File: src/rtl/arb_rr_mc.sv
// ---------------------------------------------------------------------------
// arb_rr_mc -- per-output-port switch arbiter for the NoC router.
//
// Arbitrates among N_PORT input ports for one output port. Multicast requests
// have class priority over unicast. Within a class the winner is picked
// round-robin (RR_EN=1) or by fixed priority, highest index first (RR_EN=0).
// A packet that starts with a non-tail flit locks the output to its owner
// until the tail flit is transferred (wormhole switching). An aging counter
// forces one unicast packet through after AGE_MAX back-to-back multicast
// packets that were completed while unicast was waiting.
//
// Ports:
//   clk        clock
//   rst        asynchronous, active-high reset
//   u_req      [N_PORT] unicast request per input port
//   m_req      [N_PORT] multicast request per input port
//   multab_ct  [N_PORT] multicast/absorb contention; 1 masks that port's
//              multicast grant this cycle
//   fire       the granted port's flit crosses the crossbar this cycle
//   tail       the flit moved under fire is a tail flit
//   grt        [N_PORT] one-hot or zero grant (combinational)
//   grt_id     [IDW] index of the current owner/winner; valid when |grt
//   locked     registered; 1 while a multi-flit packet holds the output
// ---------------------------------------------------------------------------
module arb_rr_mc #(
  parameter int N_PORT  = 5,
  parameter int RR_EN   = 1,
  parameter int AGE_MAX = 8,
  parameter int IDW     = 3
) (
  input  logic              clk,
  input  logic              rst,
  input  logic [N_PORT-1:0] u_req,
  input  logic [N_PORT-1:0] m_req,
  input  logic [N_PORT-1:0] multab_ct,
  input  logic              fire,
  input  logic              tail,
  output logic [N_PORT-1:0] grt,
  output logic [IDW-1:0]    grt_id,
  output logic              locked
);

  localparam int AW = (AGE_MAX > 0) ? $clog2(AGE_MAX + 1) : 1;

  typedef enum logic [1:0] {IDLE, LOCK_U, LOCK_M} state_t;

  state_t            state, state_nxt;
  logic [IDW-1:0]    ptr, ptr_nxt;
  logic [IDW-1:0]    owner, owner_nxt;
  logic [AW-1:0]     age, age_nxt;
  logic              locked_nxt;

  logic [N_PORT-1:0] cand_m, cand;
  logic              force_u, cls_mc;
  logic              win_found;
  logic [IDW-1:0]    win_idx;

  logic [N_PORT-1:0] grt_c;
  logic [IDW-1:0]    grt_id_c;
  logic              done, done_mc;
  logic [IDW-1:0]    done_port;

  // Port index base+k, wrapped into 0..N_PORT-1 (base is always < N_PORT).
  function automatic logic [IDW-1:0] wrap_add(input logic [IDW-1:0] base, input int k);
    int s;
    s = int'(base) + k;
    return IDW'(s % N_PORT);
  endfunction

  // ---------------------------------------------------------------------
  // Class and winner selection (only used in IDLE).
  // ---------------------------------------------------------------------
  always_comb begin
    // NOTE: every variable written here gets a default first, so no path
    // can leave it unassigned and infer a latch.
    cand_m    = m_req & ~multab_ct;
    force_u   = (AGE_MAX != 0) && (age == AW'(AGE_MAX)) && (|u_req);
    // Multicast wins the class even if all its ports are masked: a masked
    // cycle is a bubble, never a same-cycle fallback to unicast.
    cls_mc    = (|m_req) && !force_u;
    cand      = cls_mc ? cand_m : u_req;
    win_found = 1'b0;
    win_idx   = '0;
    if (RR_EN != 0) begin
      for (int k = 0; k < N_PORT; k++) begin
        if (!win_found && cand[wrap_add(ptr, k)]) begin
          win_found = 1'b1;
          win_idx   = wrap_add(ptr, k);
        end
      end
    end else begin
      // Ascending scan, last hit kept: highest index wins.
      for (int k = 0; k < N_PORT; k++) begin
        if (cand[k]) begin
          win_found = 1'b1;
          win_idx   = IDW'(k);
        end
      end
    end
  end

  // ---------------------------------------------------------------------
  // Next-state and grant logic.
  // ---------------------------------------------------------------------
  always_comb begin
    state_nxt  = state;
    owner_nxt  = owner;
    locked_nxt = locked;
    grt_c      = '0;
    grt_id_c   = '0;
    done       = 1'b0;
    done_mc    = 1'b0;
    done_port  = owner;

    unique case (state)
      IDLE: begin
        if (win_found) begin
          grt_c[win_idx] = 1'b1;
          grt_id_c       = win_idx;
          if (fire) begin
            if (tail) begin
              done      = 1'b1;
              done_mc   = cls_mc;
              done_port = win_idx;
            end else begin
              owner_nxt  = win_idx;
              state_nxt  = cls_mc ? LOCK_M : LOCK_U;
              locked_nxt = 1'b1;
            end
          end
        end
      end
      LOCK_U, LOCK_M: begin
        // Owner's grant only; a dropped request is a bubble, the lock stays.
        grt_id_c = owner;
        if ((state == LOCK_U) ? u_req[owner] : (m_req[owner] && !multab_ct[owner])) begin
          grt_c[owner] = 1'b1;
          if (fire && tail) begin
            state_nxt  = IDLE;
            locked_nxt = 1'b0;
            done       = 1'b1;
            done_mc    = (state == LOCK_M);
          end
        end
      end
      default: begin
        state_nxt  = IDLE;
        locked_nxt = 1'b0;
      end
    endcase

    // Packet-complete update: rotate past the finished owner and track how
    // many multicast packets in a row went by while unicast was waiting.
    ptr_nxt = ptr;
    age_nxt = age;
    if (done) begin
      ptr_nxt = (int'(done_port) == N_PORT - 1) ? '0 : done_port + 1'b1;
      if (done_mc && (|u_req))
        age_nxt = (age == AW'(AGE_MAX)) ? age : age + 1'b1;
      else
        age_nxt = '0;
    end
  end

  // ---------------------------------------------------------------------
  // State registers.
  // ---------------------------------------------------------------------
  always_ff @(posedge clk or posedge rst) begin
    // NOTE: registered state uses non-blocking assignments only, so every
    // flop samples values from before this edge regardless of block order.
    if (rst) begin
      state  <= IDLE;
      ptr    <= '0;
      owner  <= '0;
      age    <= '0;
      locked <= 1'b0;
    end else begin
      state  <= state_nxt;
      ptr    <= ptr_nxt;
      owner  <= owner_nxt;
      age    <= age_nxt;
      locked <= locked_nxt;
    end
  end

  // Outputs are gated by reset so no grant leaks out while rst is held.
  assign grt    = rst ? '0 : grt_c;
  assign grt_id = rst ? '0 : grt_id_c;

endmodule
File: config.mk
export PLATFORM = sky130hd
export DESIGN_NAME = arb_rr_mc
export DESIGN_NICKNAME = d
export VERILOG_FILES = /design/src/rtl/arb_rr_mc.sv
export SDC_FILE = /design/constraint.sdc
export NUM_CORES = 1
export LEC_CHECK = 0
export CORE_UTILIZATION = 33
export DETAILED_ROUTE_END_ITERATION = 16
export GPL_ROUTABILITY_DRIVEN = 0
export GPL_TIMING_DRIVEN = 0
export PLACE_DENSITY = 0.48
export SLEW_MARGIN = 40
export SYNTH_ARGS = -nofsm -noshare
export SYNTH_HDL_FRONTEND = slang
export SYNTH_SLANG_ARGS = --single-unit
File: constraint.sdc
create_clock -name clk -period 8.14 [get_ports clk]
set_input_delay 1.628 -clock clk [delete_from_list [all_inputs] [get_ports clk]]
set_output_delay 1.628 -clock clk [all_outputs]
set_load 0.01 [all_outputs]
==> out/metrics.yaml, run 1 <==
io-pin-count: 28
final.period_utilization_pct: 95.9
dpl_cell_area_um2: 3390
mostFrequentLayoutCell: "sky130_fd_sc_hd__nand2_1"
met3_capacity_usage_during_global_routing_pct: 2.95
clockBufferDepth: 2
wl_um: 9170
grt.total_usage_pct: 19.3
final_cell_mix: "32 x sky130_fd_sc_hd__nand2_1, 29 x sky130_fd_sc_hd__inv_1, 27 x sky130_fd_sc_hd__ha_1, 27 x sky130_fd_sc_hd__clkdlybuf4s50_1, 25 x sky130_fd_sc_hd__nor2_1"
slew_limit_fails: 0
critical_path.max_fanout: 13
detail_route.wl_per_cell_um: 17.5
timing_worst_slew_pin_value_ns: 0.771
synth-edff-count: 0
final_hold_viol_count: 0
timing.max_slew.rel_slack_pct: 48.1
cts_made_buffers: 3
dpl.hpwl_um: 7320
synthToLayoutAreaGrowth_pct: 17.2
clock_tree.htree_level_count: 1
timing.critical_path.arrival_ns: 6.18
busiest_layer: "met2"
via_per_inst: 5.80
ys_dominant_reg_cell: "sky130_fd_sc_hd__dfrtp_1"
synth.net_count: 434
die_h_um: 97.1
fmax_ghz: 0.128
startpoint_class_of_the_critical_path: "flop"
min_path_cells: 1
remaining_drc_errors: 0
use_met1_pct: 27.6
yosysUniqueCellTypes: 85
clock_slew_at_the_register_clock_pins_of_the_worst_setup_and_hold_paths_ns: 0.07
start_util_pct: 34.2
postLayoutCoreUtil_pct: 40.1
worst_hold_path_type: "flop to flop"
drt_first_iter_violations: 122
global_route.usage.met2_pct: 31.6
vias: 3047
tritoncts: "yes"
worstSkewPairLatency_ns: 0.25
initial_antenna_violation_count: 0
clock_sink_count: 13
ff2ff_path_depth: 26
netlist_area_um2: 2990
maximum_number_of_pins_on_one_net_before_global_route_repair: 14
leftover_overflow_at_the_end_of_global_routing: 0
drive_gt1_share_pct: 12.2
max_cap_violations: 0
post_cts.repair.setup_buffers: 0
data_required_time_at_the_worst_endpoint_ns: 6.51
yosys_register_bits: 13
worstSetupEndpointType: "output pin"
first_pass_iters: 4
synth-seq-area-share_pct: 10.9
setup_tns_ns: 0
num_antenna_cells: 0
status: "finished clean"
clk_root_buffer_cell: "sky130_fd_sc_hd__clkbuf_8"
synth_area_per_cell_um2: 7.73
area_of_the_core_um2: 8720
design.final.nets: 466
finalSetupViolations: 0
placement_rows: 34
synthCells: 386
design.die.area_um2: 9430
floorplan.die.width_um: 97.1
first_global_vias: 2894
timing.clock.skew_ns: 0.00265
ys_warn_count: 0
finish.instance_area_um2: 3500
drt.antenna.violating_nets: 0
criticalPathCategory: "flop to output pin"
buffer_ports.inserted: 27
grt_first_pass_wirelength_um: 14900
finalWorstPathRequiredPeriod_ns: 7.81
asyncSetResetFlopFracSynth_pct: 100
[synthesized netlist by cell type, drive strengths merged (4+ instances only)]
| master | number | area [µm²] |
|---|---|---|
| nand2 | 32 | 120 |
| inv | 30 | 113 |
| ha | 28 | 350 |
| a21oi | 27 | 146 |
| nor2 | 26 | 97.6 |
| o21ai | 19 | 95.1 |
| nand3 | 14 | 70.1 |
| nor3 | 14 | 75.1 |
| dfrtp | 13 | 325 |
| a211oi | 11 | 105 |
| mux2i | 11 | 110 |
| a31oi | 8 | 50.1 |
| clkbuf | 8 | 31.3 |
| nor2b | 8 | 50.1 |
| buf | 7 | 35.0 |
| and2 | 6 | 37.5 |
| and3 | 6 | 42.5 |
| mux2 | 6 | 71.3 |
| nand2b | 6 | 37.5 |
| nor4 | 6 | 52.6 |
| xnor2 | 6 | 60.1 |
| a2111oi | 5 | 93.8 |
| a21o | 5 | 37.5 |
| o211ai | 5 | 37.5 |
| o22ai | 5 | 31.3 |
| or2 | 5 | 31.3 |
| or3 | 5 | 36.3 |
| a22o | 4 | 35.0 |
| nand3b | 4 | 30.0 |
| nand4 | 4 | 25.0 |
| o2111ai | 4 | 35.0 |
| o21a | 4 | 37.5 |
| o31ai | 4 | 48.8 |
[registers in the layout, summed over array words and instances (netlist names)]
| register | cells |
|---|---|
| age | 4 |
| locked | 1 |
| owner | 3 |
| ptr | 3 |
| state | 2 |
[per-layer routing]
layer / vias to the layer above / part of all wire, %
met4: 0 / 0.47
met1: 1453 / 51
met2: 61 / 45
met5: - / 0
met3: 8 / 3.4
li1: 1525 / -
[kinds of logic after synthesis]
group | share of synthesized area (%)
xor+xnor | 2.31
fa+ha+maj | 12.4
simple gates | 27.3
mux | 6.83
compound gates | 34.2
buf+inv | 5.99
flops | 10.9
[final timing paths]
check                           startpoint       end  slack (ns)
worst min-delay path                locked    locked        0.50
worst max-delay path                ptr[0]    grt[1]        0.33
worst max register to register      ptr[0]    ptr[2]        1.66
max in group asynchronous              rst    age[3]        6.01
min in group asynchronous              rst  owner[2]        1.75
worst min register to register      locked    locked        0.50
[worst max-delay path, cell delays in order (launching register included)]
cell	delay, ns
sky130_fd_sc_hd__dfrtp_1	0.45
sky130_fd_sc_hd__clkbuf_4	0.25
sky130_fd_sc_hd__inv_1	0.10
sky130_fd_sc_hd__buf_2	0.24
sky130_fd_sc_hd__ha_1	0.39
sky130_fd_sc_hd__clkbuf_4	0.24
sky130_fd_sc_hd__inv_1	0.14
sky130_fd_sc_hd__ha_1	0.26
sky130_fd_sc_hd__or3b_1	0.35
sky130_fd_sc_hd__o22ai_1	0.16
sky130_fd_sc_hd__or2_0	0.14
sky130_fd_sc_hd__clkbuf_2	0.18
sky130_fd_sc_hd__ha_1	0.17
sky130_fd_sc_hd__inv_1	0.04
sky130_fd_sc_hd__a22o_1	0.22
sky130_fd_sc_hd__o21a_1	0.28
sky130_fd_sc_hd__a2111oi_4	0.46
sky130_fd_sc_hd__a2111oi_4	0.07
sky130_fd_sc_hd__a41oi_1	0.29
sky130_fd_sc_hd__o311ai_2	0.14
sky130_fd_sc_hd__a21o_1	0.24
sky130_fd_sc_hd__nor4_1	0.36
sky130_fd_sc_hd__o21ba_1	0.19
sky130_fd_sc_hd__clkdlybuf4s50_1	0.53
[layout make-up]
cell class	instances	area, µm²
fill	913	5220
inverter	30	113
sequential	13	325
tap	108	135
clock buffer	4	45.0
buffer	15	72.6
multi-input combinational	328	2540
timing repair buffer	27	270
[timing repair]
item                                    in CTS  in global routing
gates resized for setup                      0                 12
endpoints found under the setup margin       0                  6
hold buffers                                 0                  0
[through the flow]
stage          hold slack (ns)  setup slack [ns]  cells
2_1_floorplan            0.516              1.82    386
3_3_place_gp             0.479             0.377    521
3_5_place_dp             0.472             0.323    521
4_1_cts                  0.497            0.0223    525
5_1_grt                  0.522           -0.0298    525
6_report                 0.495             0.333    525
Power of run 1 is not shown: default switching activity piles up to over one toggle a cycle in this logic, so the estimate is an artifact.
==> inputs of run 2 (changes only) <==
==> constraint.sdc (replaced) <==
create_clock -name clk -period 8.14 [get_ports clk]
set_input_delay 1.221 -clock clk [delete_from_list [all_inputs] [get_ports clk]]
set_output_delay 1.221 -clock clk [all_outputs]
set_load 0.01 [all_outputs]
==> run 2 against run 1 <==
Against the previous run:
- clock skew decreased by 0.0019 ns
- sequential share of layout area up 0.15 points
- final area decreased by 1.6%
- global-route usage is the same
- via count fell by 1.5%
- final cell count did not move
- first-iteration DRC count up 7.4%
- non-clock buffer count unchanged
- critical path depth unchanged
- critical endpoint is now grt[3]
- highest routed layer unchanged
==> out/metrics.yaml, run 2 (synthesis gave the netlist of run 1 again) <==
biggestRegsByFlops: "age x4, owner x3, ptr x3"  # unchanged
worst_hold_path_type: "flop to flop"  # unchanged
post_cts.repair.setup_buffers: 0  # unchanged
first_pass_iters: 4  # unchanged
cts_made_buffers: 3  # unchanged
buffer_ports.inserted: 27  # unchanged
startpoint_class_of_the_critical_path: "flop"  # unchanged
max_cap_violations: 0  # unchanged
final_cell_mix: "32 x sky130_fd_sc_hd__nand2_1, 29 x sky130_fd_sc_hd__inv_1, 28 x sky130_fd_sc_hd__ha_1"  # was 32 x sky130_fd_sc_hd__nand2_1, 29 x sky130_fd_sc_hd__inv_1, 27 x sky130_fd_sc_hd__ha_1, 27 x sky130_fd_sc_hd__clkdlybuf4s50_1, 25 x sky130_fd_sc_hd__nor2_1
postLayoutCoreUtil_pct: 39.5  # was 40.1%
detail_route.wl_per_cell_um: 17.2  # was 17.5 µm
die_h_um: 97.1  # unchanged
critical_path.max_fanout: 13  # unchanged
remaining_drc_errors: 0  # unchanged
dpl.hpwl_um: 7320  # unchanged
drt.antenna.violating_nets: 0  # unchanged
worstSetupEndpointType: "output pin"  # unchanged
start_util_pct: 34.2  # unchanged
largest_register_ffs: 4  # unchanged
via_per_inst: 5.72  # was 5.80
vias: 3001  # was 3,047
grt_first_pass_wirelength_um: 14900  # unchanged
design.final.nets: 466  # unchanged
clock_slew_at_the_register_clock_pins_of_the_worst_setup_and_hold_paths_ns: 0.06  # was 0.07 ns
holdBufCountCts: 0  # unchanged
maximum_number_of_pins_on_one_net_before_global_route_repair: 14  # unchanged
finalSetupViolations: 0  # unchanged
placement_rows: 34  # unchanged
area_of_the_core_um2: 8720  # unchanged
timing_worst_slew_pin_value_ns: 0.625  # was 0.771 ns
clk_root_buffer_cell: "sky130_fd_sc_hd__clkbuf_8"  # unchanged
io-pin-count: 28  # unchanged
design.die.area_um2: 9430  # unchanged
slew_limit_fails: 0  # unchanged
initial_antenna_violation_count: 0  # unchanged
tritoncts: "yes"  # unchanged
timing.clock.skew_ns: 0.000801  # was 0.00265 ns
clock_tree.htree_level_count: 1  # unchanged
clockBufferDepth: 2  # unchanged
first_global_vias: 2894  # unchanged
drt_first_iter_violations: 131  # was 122
leftover_overflow_at_the_end_of_global_routing: 0  # unchanged
drive_gt1_share_pct: 11.0  # was 12.2%
timing.critical_path.arrival_ns: 6.39  # was 6.18 ns
post_cts_resize_count: 0  # unchanged
data_required_time_at_the_worst_endpoint_ns: 6.92  # was 6.51 ns
status: "finished clean"  # unchanged
clock_sink_count: 13  # unchanged
regMostFlops: "age"  # unchanged
setup_tns_ns: 0  # unchanged
worstSkewPairLatency_ns: 0.25  # about the same
criticalPathCategory: "flop to output pin"  # unchanged
mostFrequentLayoutCell: "sky130_fd_sc_hd__nand2_1"  # unchanged
final_hold_viol_count: 0  # unchanged
timing.max_slew.rel_slack_pct: 58.0  # was 48.1%
final.period_utilization_pct: 93.5  # was 95.9%
grt.total_usage_pct: 19.3  # unchanged
wl_um: 9030  # was 9170 µm
fillCellCount: 917  # was 913
rsz0062_at_grt: "false"
synthToLayoutAreaGrowth_pct: 15.3  # was 17.2%
fmax_ghz: 0.131  # was 0.128 GHz
floorplan.die.width_um: 97.1  # unchanged
num_antenna_cells: 0  # unchanged
finalWorstPathRequiredPeriod_ns: 7.61  # was 7.81 ns
==> run 2: stage by stage <==
stage          worst slack, ns  cells  cell area (µm²)  hold slack, ns
5_1_grt                 0.0779    525             3440           0.522
2_1_floorplan             2.22    386             2990           0.516
6_report                 0.530    525             3440           0.495
3_3_place_gp             0.784    521             3390           0.479
4_1_cts                  0.429    525             3440           0.497
3_5_place_dp             0.730    521             3390           0.472
==> run 2: final timing paths <==
path	startpoint	endpoint	slack, ns	cells past startpoint
setup / recovery	ptr[0]	grt[3]	0.53	23
hold / removal	locked	locked	0.50	1
setup reg to reg	ptr[0]	ptr[2]	1.49	26
hold reg to reg	locked	locked	0.50	1
max in group asynchronous	rst	ptr[0]	6.41	2
min in group asynchronous	rst	state[0]	1.35	2
==> run 2: critical path, cell delays in order (launching register included) <==
cell	delay, ns
sky130_fd_sc_hd__dfrtp_1	0.45
sky130_fd_sc_hd__buf_2	0.27
sky130_fd_sc_hd__inv_1	0.12
sky130_fd_sc_hd__buf_2	0.25
sky130_fd_sc_hd__ha_1	0.40
sky130_fd_sc_hd__buf_2	0.27
sky130_fd_sc_hd__inv_1	0.17
sky130_fd_sc_hd__ha_1	0.26
sky130_fd_sc_hd__or3b_1	0.35
sky130_fd_sc_hd__o22ai_1	0.15
sky130_fd_sc_hd__or2_0	0.13
sky130_fd_sc_hd__clkbuf_1	0.27
sky130_fd_sc_hd__ha_1	0.21
sky130_fd_sc_hd__inv_1	0.04
sky130_fd_sc_hd__a22o_1	0.21
sky130_fd_sc_hd__o21ai_1	0.25
sky130_fd_sc_hd__nor2_1	0.11
sky130_fd_sc_hd__a2111oi_2	0.46
sky130_fd_sc_hd__a41oi_1	0.23
sky130_fd_sc_hd__o311ai_2	0.35
sky130_fd_sc_hd__a21oi_1	0.10
sky130_fd_sc_hd__or3_1	0.40
sky130_fd_sc_hd__a21oi_1	0.14
sky130_fd_sc_hd__clkdlybuf4s50_1	0.56
==> run 2: layout make-up <==
type	count	area, µm²	area share (%)
multi-input combinational	328	2490	72.3
sequential	13	325	9.45
timing repair buffer	27	270	7.85
tap	108	135	3.92
inverter	30	113	3.27
buffer	15	66.3	1.93
clock buffer	4	45.0	1.31
==> run 2: layer usage <==
layer  GRT usage, %  wire length (µm)
met4           1.49                44
met5              0                 0
met2           31.6              3990
met1           27.6              4620
met3           2.95               375
Power of run 2 is left out for the same reason.
==> inputs of run 3 (changes only) <==
- REMOVE_ABC_BUFFERS: unset -> 1
- clock period: 8.14 -> 8.4 ns (I/O delays scaled with it)
==> run 3 against run 2 <==
Against the previous run:
- worst hold slack about the same
- register-to-register slack better by 0.20 ns
- worst setup slack better by 0.062 ns
- die area unchanged
- highest routed layer unchanged
- final area down 2.0%
- critical path depth down 6
==> out/metrics.yaml, run 3 (synthesis gave the netlist of run 1 again) <==
mostFrequentLayoutCell: "sky130_fd_sc_hd__nand2_1"  # unchanged
dpl_cell_area_um2: 3320  # was 3390 µm²
first_global_vias: 2746  # was 2,894
timing_worst_slew_pin_value_ns: 0.728  # was 0.625 ns
timing.max_slew.rel_slack_pct: 51.3  # was 58.0%
clock_tree.htree_level_count: 1  # unchanged
design.final.nets: 451  # was 466
startpoint_class_of_the_critical_path: "flop"  # unchanged
vias: 2932  # was 3,001
rsz0062_at_grt: "false"  # unchanged
drt.antenna.violating_nets: 0  # unchanged
tritoncts: "yes"  # unchanged
clock_sink_count: 13  # unchanged
start_util_pct: 34.2  # unchanged
placement_rows: 34  # unchanged
drive_gt1_share_pct: 10.2  # was 11.0%
critical-path-max-stage-delay_ns: 0.69  # was 0.56 ns
clockBufferDepth: 2  # unchanged
final.period_utilization_pct: 93.0
worstSetupEndpointType: "output pin"  # unchanged
buffer_ports.inserted: 27  # unchanged
status: "finished clean"  # unchanged
timing.clock.skew_ns: 0.00341  # was 0.000801 ns
placed_cells: 506  # was 521
critical_path.slowest_cell: "sky130_fd_sc_hd__ha_2"  # was sky130_fd_sc_hd__clkdlybuf4s50_1
remaining_drc_errors: 0  # unchanged
clk_root_buffer_cell: "sky130_fd_sc_hd__clkbuf_8"  # unchanged
finish.instance_area_um2: 3370  # was 3440 µm²
final_cell_mix: "32 x sky130_fd_sc_hd__nand2_1, 29 x sky130_fd_sc_hd__inv_1, 27 x sky130_fd_sc_hd__ha_1, 27 x sky130_fd_sc_hd__clkdlybuf4s50_1, 26 x sky130_fd_sc_hd__nor2_1"  # was 32 x sky130_fd_sc_hd__nand2_1, 29 x sky130_fd_sc_hd__inv_1, 28 x sky130_fd_sc_hd__ha_1
regMostFlops: "age"  # unchanged
dpl.hpwl_um: 6660  # was 7320 µm
floorplan.die.width_um: 97.1  # unchanged
maximum_number_of_pins_on_one_net_before_global_route_repair: 23  # was 14
timing.critical_path.arrival_ns: 6.55  # was 6.39 ns
drt_first_iter_violations: 129  # was 131
worstSkewPairLatency_ns: 0.24  # was 0.25 ns
initial_antenna_violation_count: 0  # unchanged
postLayoutCoreUtil_pct: 38.7  # was 39.5%
slew_limit_fails: 0  # unchanged
grt_first_pass_wirelength_um: 13600  # was 14,900 µm
first_pass_iters: 4  # unchanged
worstPathCellList: "inv_1 -> ha_2 -> inv_1 -> ha_1 -> or3b_1 -> o22ai_1 -> or2_0 -> ha_1 -> nor3_1 -> a2111oi_4 -> a2111oi_2 -> a41oi_1 -> o311ai_1 -> a21oi_1 -> or3_1 -> a21oi_1 -> clkdlybuf4s50_1"  # was buf_2 -> inv_1 -> buf_2 -> ha_1 -> buf_2 -> inv_1 -> ha_1 -> or3b_1 -> o22ai_1 -> or2_0 -> clkbuf_1 -> ha_1 -> inv_1 -> a22o_1 -> o21ai_1 -> nor2_1 -> a2111oi_2 -> a41oi_1 -> o311ai_2 -> a21oi_1 -> or3_1 -> a21oi_1 -> clkdlybuf4s50_1
data_required_time_at_the_worst_endpoint_ns: 7.14  # was 6.92 ns
largest_register_ffs: 4  # unchanged
io-pin-count: 28  # unchanged
leftover_overflow_at_the_end_of_global_routing: 0  # unchanged
wl_um: 8210  # was 9030 µm
num_antenna_cells: 0  # unchanged
area_of_the_core_um2: 8720  # unchanged
fin_cells: 510  # was 525
max_cap_violations: 0  # unchanged
synthToLayoutAreaGrowth_pct: 13.0  # was 15.3%
biggestRegsByFlops: "age x4, owner x3, ptr x3"  # unchanged
detail_route.wl_per_cell_um: 16.1  # was 17.2 µm
fmax_ghz: 0.128
critical_path.max_fanout: 22  # was 13
setup_tns_ns: 0  # unchanged
finalWorstPathRequiredPeriod_ns: 7.81
via_per_inst: 5.75  # was 5.72
worst_hold_path_type: "flop to flop"  # unchanged
cts_made_buffers: 3  # unchanged
clock_slew_at_the_register_clock_pins_of_the_worst_setup_and_hold_paths_ns: 0.06  # about the same
design.die.area_um2: 9430  # unchanged
finalSetupViolations: 0  # unchanged
die_h_um: 97.1  # unchanged
criticalPathCategory: "flop to output pin"  # unchanged
final_hold_viol_count: 0  # unchanged
grt.total_usage_pct: 17.3  # was 19.3%
==> run 3: cell type report <==
cell class,instances,area (µm²)
fillers,887,5350
multi-input cells,328,2480
flip-flops and latches,13,327
repair buffers,27,270
well taps,108,135
inverters,30,113
clock buffers,4,45.0
==> run 3: what timing repair did <==
item / 4_1_cts / 5_1_grt
resized for setup: 1 / 0
endpoints found under the setup margin: 1 / 0
setup buffers: 0 / 0
hold buffers: 0 / 0
==> run 3: critical path: cells and delay by family, from the launching register on <==
kind                     cells  cell delay (ns)
buffers and inverters        3             1.21
flip-flops                   1             0.67
AO/OA/AOI/OAI                7             1.57
AND/OR/NAND/NOR              4             1.47
adder cells (fa/ha/maj)      3             1.36
==> run 3: routing by layer <==
| metal | routed length [µm] | global-route usage (%) |
|---|---|---|
| met1 | 4060 | 24.4 |
| met2 | 3790 | 28.9 |
| met3 | 323 | 2.52 |
| met4 | 36 | 1.49 |
| met5 | 0 | 0 |
==> run 3: metrics by stage <==
stage / hold WS, ns / setup slack [ns]
6_report: 0.495 / 0.591
5_1_grt: 0.520 / 0.0357
4_1_cts: 0.496 / 0.133
3_5_place_dp: 0.470 / 0.163
3_3_place_gp: 0.484 / 0.276
2_1_floorplan: 0.516 / 2.02
==> run 3: worst paths after layout <==
path	startpoint	end	slack, ns	depth (start not counted)
max	ptr[0]	grt[3]	0.59	17
min	locked	locked	0.50	1
max reg2reg	ptr[0]	ptr[2]	1.69	22
min reg2reg	locked	locked	0.50	1
max in group asynchronous	rst	ptr[0]	6.64	2
min in group asynchronous	rst	state[0]	1.37	2
Power of run 3 is left out for the same reason.
